**src/rtl/axi4lite_slave_regs.sv**
```systemverilog
// axi4lite_slave_regs: AXI4-Lite register bank with one-entry AW/W holding buffers.
// Optional macro AXI4LITE_SLAVE_WSTRB_EN enables byte-lane write strobes.
module axi4lite_slave_regs #(
    parameter int WIDTH      = 32,
    parameter int ADDR_WIDTH = 32,
    parameter int NREGS      = 8
) (
    input  logic                   ACLK,
    input  logic                   ARESETn,
    input  logic                   AWVALID,
    output logic                   AWREADY,
    input  logic [ADDR_WIDTH-1:0]  AWADDR,
    input  logic [2:0]             AWPROT,
    input  logic                   WVALID,
    output logic                   WREADY,
    input  logic [WIDTH-1:0]       WDATA,
    input  logic [WIDTH/8-1:0]     WSTRB,
    output logic                   BVALID,
    input  logic                   BREADY,
    output logic [1:0]             BRESP,
    input  logic                   ARVALID,
    output logic                   ARREADY,
    input  logic [ADDR_WIDTH-1:0]  ARADDR,
    input  logic [2:0]             ARPROT,
    output logic                   RVALID,
    input  logic                   RREADY,
    output logic [WIDTH-1:0]       RDATA,
    output logic [1:0]             RRESP,
    output logic [NREGS*WIDTH-1:0] regs_out
);

    localparam int IDXW   = $clog2(NREGS);
    localparam int NBYTES = WIDTH / 8;

    logic             aw_full;
    logic [IDXW-1:0]  aw_idx;
    logic             aw_oor;
    logic             w_full;
    logic [WIDTH-1:0] w_data;
    logic [WIDTH-1:0] regs [NREGS];

    logic             aw_hs;
    logic             w_hs;
    logic             ar_hs;
    logic             r_done;
    logic             commit;
    logic [IDXW-1:0]  ar_idx;
    logic             ar_oor;

    assign aw_hs  = AWVALID & AWREADY;
    assign w_hs   = WVALID & WREADY;
    assign ar_hs  = ARVALID & ARREADY;
    assign r_done = RVALID & RREADY;
    assign commit = aw_full & w_full & (~BVALID | BREADY);
    assign ar_idx = ARADDR[IDXW+1:2];
    assign ar_oor = |ARADDR[ADDR_WIDTH-1:IDXW+2];

`ifdef AXI4LITE_SLAVE_WSTRB_EN
    logic [NBYTES-1:0] w_strb;
    logic              unused_ok;
    assign unused_ok = ^{AWPROT, ARPROT, AWADDR[1:0], ARADDR[1:0]};
`else
    logic unused_ok;
    assign unused_ok = ^{AWPROT, ARPROT, AWADDR[1:0], ARADDR[1:0], WSTRB};
`endif

    // AW holding buffer: keeps decoded index/range, AWREADY mirrors "empty"
    always_ff @(posedge ACLK or negedge ARESETn) begin
        if (!ARESETn) begin
            aw_full <= 1'b0;
            AWREADY <= 1'b0;
            aw_idx  <= '0;
            aw_oor  <= 1'b0;
        end else if (commit) begin
            aw_full <= 1'b0;
            AWREADY <= 1'b1;
        end else if (aw_hs) begin
            aw_full <= 1'b1;
            AWREADY <= 1'b0;
            aw_idx  <= AWADDR[IDXW+1:2];
            aw_oor  <= |AWADDR[ADDR_WIDTH-1:IDXW+2];
        end else begin
            AWREADY <= ~aw_full;
        end
    end

    // W holding buffer: independent of AW so either may arrive first
    always_ff @(posedge ACLK or negedge ARESETn) begin
        if (!ARESETn) begin
            w_full <= 1'b0;
            WREADY <= 1'b0;
            w_data <= '0;
`ifdef AXI4LITE_SLAVE_WSTRB_EN
            w_strb <= '0;
`endif
        end else if (commit) begin
            w_full <= 1'b0;
            WREADY <= 1'b1;
        end else if (w_hs) begin
            w_full <= 1'b1;
            WREADY <= 1'b0;
            w_data <= WDATA;
`ifdef AXI4LITE_SLAVE_WSTRB_EN
            w_strb <= WSTRB;
`endif
        end else begin
            WREADY <= ~w_full;
        end
    end

    // Write response: a commit overrides a concurrent B handshake
    always_ff @(posedge ACLK or negedge ARESETn) begin
        if (!ARESETn) begin
            BVALID <= 1'b0;
            BRESP  <= 2'b00;
        end else if (commit) begin
            BVALID <= 1'b1;
            BRESP  <= aw_oor ? 2'b10 : 2'b00;
        end else if (BVALID && BREADY) begin
            BVALID <= 1'b0;
        end
    end

    // Register array update on an in-range commit
    always_ff @(posedge ACLK or negedge ARESETn) begin
        if (!ARESETn) begin
            for (int i = 0; i < NREGS; i++) begin
                regs[i] <= '0;
            end
        end else if (commit && !aw_oor) begin
`ifdef AXI4LITE_SLAVE_WSTRB_EN
            for (int k = 0; k < NBYTES; k++) begin
                if (w_strb[k]) begin
                    regs[aw_idx][k*8 +: 8] <= w_data[k*8 +: 8];
                end
            end
`else
            regs[aw_idx] <= w_data;
`endif
        end
    end

    // Read channel: one outstanding read; data sampled pre-write
    always_ff @(posedge ACLK or negedge ARESETn) begin
        if (!ARESETn) begin
            RVALID  <= 1'b0;
            ARREADY <= 1'b0;
            RDATA   <= '0;
            RRESP   <= 2'b00;
        end else if (ar_hs) begin
            RVALID  <= 1'b1;
            ARREADY <= 1'b0;
            RDATA   <= ar_oor ? '0 : regs[ar_idx];
            RRESP   <= ar_oor ? 2'b10 : 2'b00;
        end else if (r_done) begin
            RVALID  <= 1'b0;
            ARREADY <= 1'b1;
        end else begin
            ARREADY <= ~RVALID;
        end
    end

    for (genvar i = 0; i < NREGS; i++) begin : g_out
        assign regs_out[i*WIDTH +: WIDTH] = regs[i];
    end

endmodule

```
**config.mk**
```make
export PLATFORM = sky130hd
export DESIGN_NAME = axi4lite_slave_regs
export DESIGN_NICKNAME = d
export VERILOG_FILES = /design/src/rtl/axi4lite_slave_regs.sv
export SDC_FILE = /design/constraint.sdc
export NUM_CORES = 1
export LEC_CHECK = 0
export CORE_UTILIZATION = 24
export DETAILED_ROUTE_END_ITERATION = 16
export HOLD_SLACK_MARGIN = 0.05
export SETUP_SLACK_MARGIN = 0.05
export SKIP_CTS_REPAIR_TIMING = 1
export SYNTH_ARGS = -nofsm -noshare
export SYNTH_HDL_FRONTEND = slang
export SYNTH_SLANG_ARGS = --single-unit
```
**constraint.sdc**
```tcl
create_clock -name ACLK -period 5 [get_ports ACLK]
set_input_delay 1.5 -clock ACLK [delete_from_list [all_inputs] [get_ports ACLK]]
set_output_delay 1.5 -clock ACLK [all_outputs]
set_load 0.03 [all_outputs]
```
==> run metrics <==
Period minus WS final=3580 ps; Post-Syn Instances=893; GR Overflow Total=0; Tightest Pin Transition=1140 ps; fraction of layout cells with a size suffix above 1=34.6%; leakage power=9.10 nW; RSZ-0062 raised after global routing=no; synthesized area=0.0143 sq mm; CP max FO=11; final core utilization=34.9%; die area=0.0605 sq mm; WL/cell=23.2 microns; dpl hpwl=32.4 mm; clk_lat worst skew=550 ps; smallest hold slack=479 ps; Unique masters post-synth=33; data arrival time of the worst path=4040 ps; via count of the routed design=9,527; P_sw=0.00263 W; Net Sw Frac=31.5%; vias in the first global route=10,419; post-place setup slack=777 ps; GP Congestion=0.752; slack of the critical path=1420 ps; nets=1,414; status=complete, no violations; die height=246 microns; Yosys Warn Count=0; FP Rows=89; first-pass GRT wire length=71.2 mm; CP endpoint kind=flip-flop; P_int=0.00573 W; HP Class=flip-flop to flip-flop; Reg clk slew, reported paths=60 ps; MaxCap Viol Count=0; flops & latches, synth=333; register area share after synthesis=58.4%; io pins=410; CTS Buf Count=41; Placeable Area=0.0589 sq mm; fin crit share=71.7%; syn_area_per_cell=16.0 sq um; Port Buffers=393; DRT iter0 DRCs=329; Final Slew Violations=0; starting density of the core=24.2%; area delta synth->final=43.8%; Routed WL=48.9 mm; Final Hold Viols=0; Clock Sinks=333; H-Tree Depth=2; Worst EP required=5450 ps; Post-Route Skew=29.5 ps; CTS tree=built; combinational share of power=21.6%; detailed-route DRC error count=0; largest net degree at the start of global routing=97; setup TNS=0 ps; router iterations before antenna repair=4; antenna violations before repair=3; ANT nets after route=0; maximum vdd drop=0.224 mV; Fmax=279 MHz; Clock Power Share=35.5%; All-Layer GR Usage=16.1%; CP Class=input pin to flip-flop; clock buffer depth=3; Die Width=246 microns; # setup viols final=0; CTS root buf=clkbuf_16; headroom to the max-slew limit=23.4%; Sequential Power Share=42.9%; vias per std cell=4.53; Worst Setup Start Kind=input pin; PD cells=407 mW/mm^2
## registers in the layout, indices dropped and copies added, names as in the netlist
name,cells
ARREADY,1
AWREADY,1
BRESP,1
BVALID,1
RDATA,32
RRESP,1
RVALID,1
WREADY,1
aw_full,1
aw_idx,3
aw_oor,1
regs_out,256
w_data,32
w_full,1
## metrics by stage
| stage | total power, W | cells | instance area, sq um |
|---|---|---|---|
| 2_1_floorplan | 0.00451 | 894 | 14300 |
| 3_3_place_gp | 0.00541 | 2031 | 19200 |
| 3_5_place_dp | 0.00546 | 2031 | 19200 |
| 4_1_cts | 0.00850 | 2103 | 20500 |
| 5_1_grt | 0.00876 | 2103 | 20500 |
| 6_report | 0.00836 | 2104 | 20500 |
## path summary, 6_finish.rpt
check,startpoint,endpoint,slack (ps),depth (start not counted)
setup / recovery,ARADDR[29],RDATA[0],1420,6
hold / removal,RDATA[24],RDATA[24],480,2
setup reg to reg,BVALID,regs_out[210],2460,5
hold reg to reg,RDATA[24],RDATA[24],480,2
max in group asynchronous,ARESETn,ARREADY,3000,2
min in group asynchronous,ARESETn,w_full,1020,1
## cells by family (layout without fill, tap and decap cells)
logic type             Yosys count  after routing  synth area share (%)
DFF                            333            333                  58.4
muxes                          388            388                  35.4
buffers and inverters           58            494                  2.10
AOI/OAI and AO/OA               37             37                  1.33
and+or+nand+nor                 76             76                  2.79
other                            1              3                0.0263
## cells in the final DEF, fill, tap and decap left out, types with 7 or more instances in the layout
master | netlist | routed
o21ai_1 | 29 | 29
clkbuf_16 | 0 | 41
nand2_2 | 0 | 7
nand2_1 | 42 | 35
nor4_1 | 11 | 11
mux2i_1 | 32 | 32
mux4_2 | 64 | 64
buf_4 | 5 | 20
dfrtp_1 | 333 | 333
buf_12 | 0 | 7
mux2_2 | 290 | 290
clkbuf_1 | 9 | 9
clkdlybuf4s50_1 | 0 | 389
clkbuf_8 | 0 | 8
## worst max-delay path, cell delays in order
cell,delay [ps]
clkdlybuf4s50_1,450
or4_1,560
nor4_2,140
nand4_1,680
buf_4,500
o21ai_0,200
## cells in the mapped netlist
cell / instances / area share, %
nand3_1: 2 / 0.070
conb_1: 1 / 0.026
buf_6: 3 / 0.24
nor3_1: 1 / 0.035
o21a_1: 2 / 0.11
clkbuf_2: 1 / 0.035
mux2_1: 2 / 0.16
mux2_2: 290 / 23
and2_1: 1 / 0.044
buf_1: 4 / 0.11
o21ai_1: 29 / 1.0
or4_1: 2 / 0.11
nand4_1: 2 / 0.088
mux4_2: 64 / 10
nor4_1: 11 / 0.48
nand2_1: 42 / 1.1
nor4b_4: 1 / 0.17
clkbuf_1: 9 / 0.24
and3_1: 1 / 0.044
buf_4: 5 / 0.26
nor2b_2: 1 / 0.061
nor2b_1: 2 / 0.088
o21ai_0: 4 / 0.14
a21oi_1: 2 / 0.070
nand2b_1: 1 / 0.044
nor2_1: 6 / 0.16
mux2i_1: 32 / 2.2
nor4_4: 1 / 0.15
inv_1: 4 / 0.11
and4_1: 1 / 0.061
buf_2: 32 / 1.1
dfrtp_1: 333 / 58
nor4_2: 1 / 0.088
## power by group through the flow
| stage | Clock (W) | Sequential [W] | Combinational (W) |
|---|---|---|---|
| 2_1_floorplan | 0 | 0.00389 | 0.000617 |
| 4_1_cts | 0.00308 | 0.00359 | 0.00183 |
| 6_report | 0.00297 | 0.00359 | 0.00180 |
| 5_1_grt | 0.00319 | 0.00366 | 0.00191 |
| 3_3_place_gp | 0 | 0.00361 | 0.00181 |
| 3_5_place_dp | 0 | 0.00363 | 0.00183 |
## layout make-up
class / instances / area [sq um]
clock inverters: 14 / 164
inverters: 4 / 15.0
flip-flops and latches: 333 / 8330
clock buffers: 58 / 1170
multi-input cells: 503 / 5680
diodes: 1 / 2.50
fillers: 5654 / 38400
well taps: 773 / 967
repair buffers: 418 / 4200
## metal layers
metal	wire length [microns]	vias up	global-route usage (%)
li1	-	4133	-
met2	24200	309	27.2
met5	26	-	0
met3	3440	76	4.59
met1	20000	5005	19.6
met4	1160	4	5.02
(Power assumes the default switching activity.)
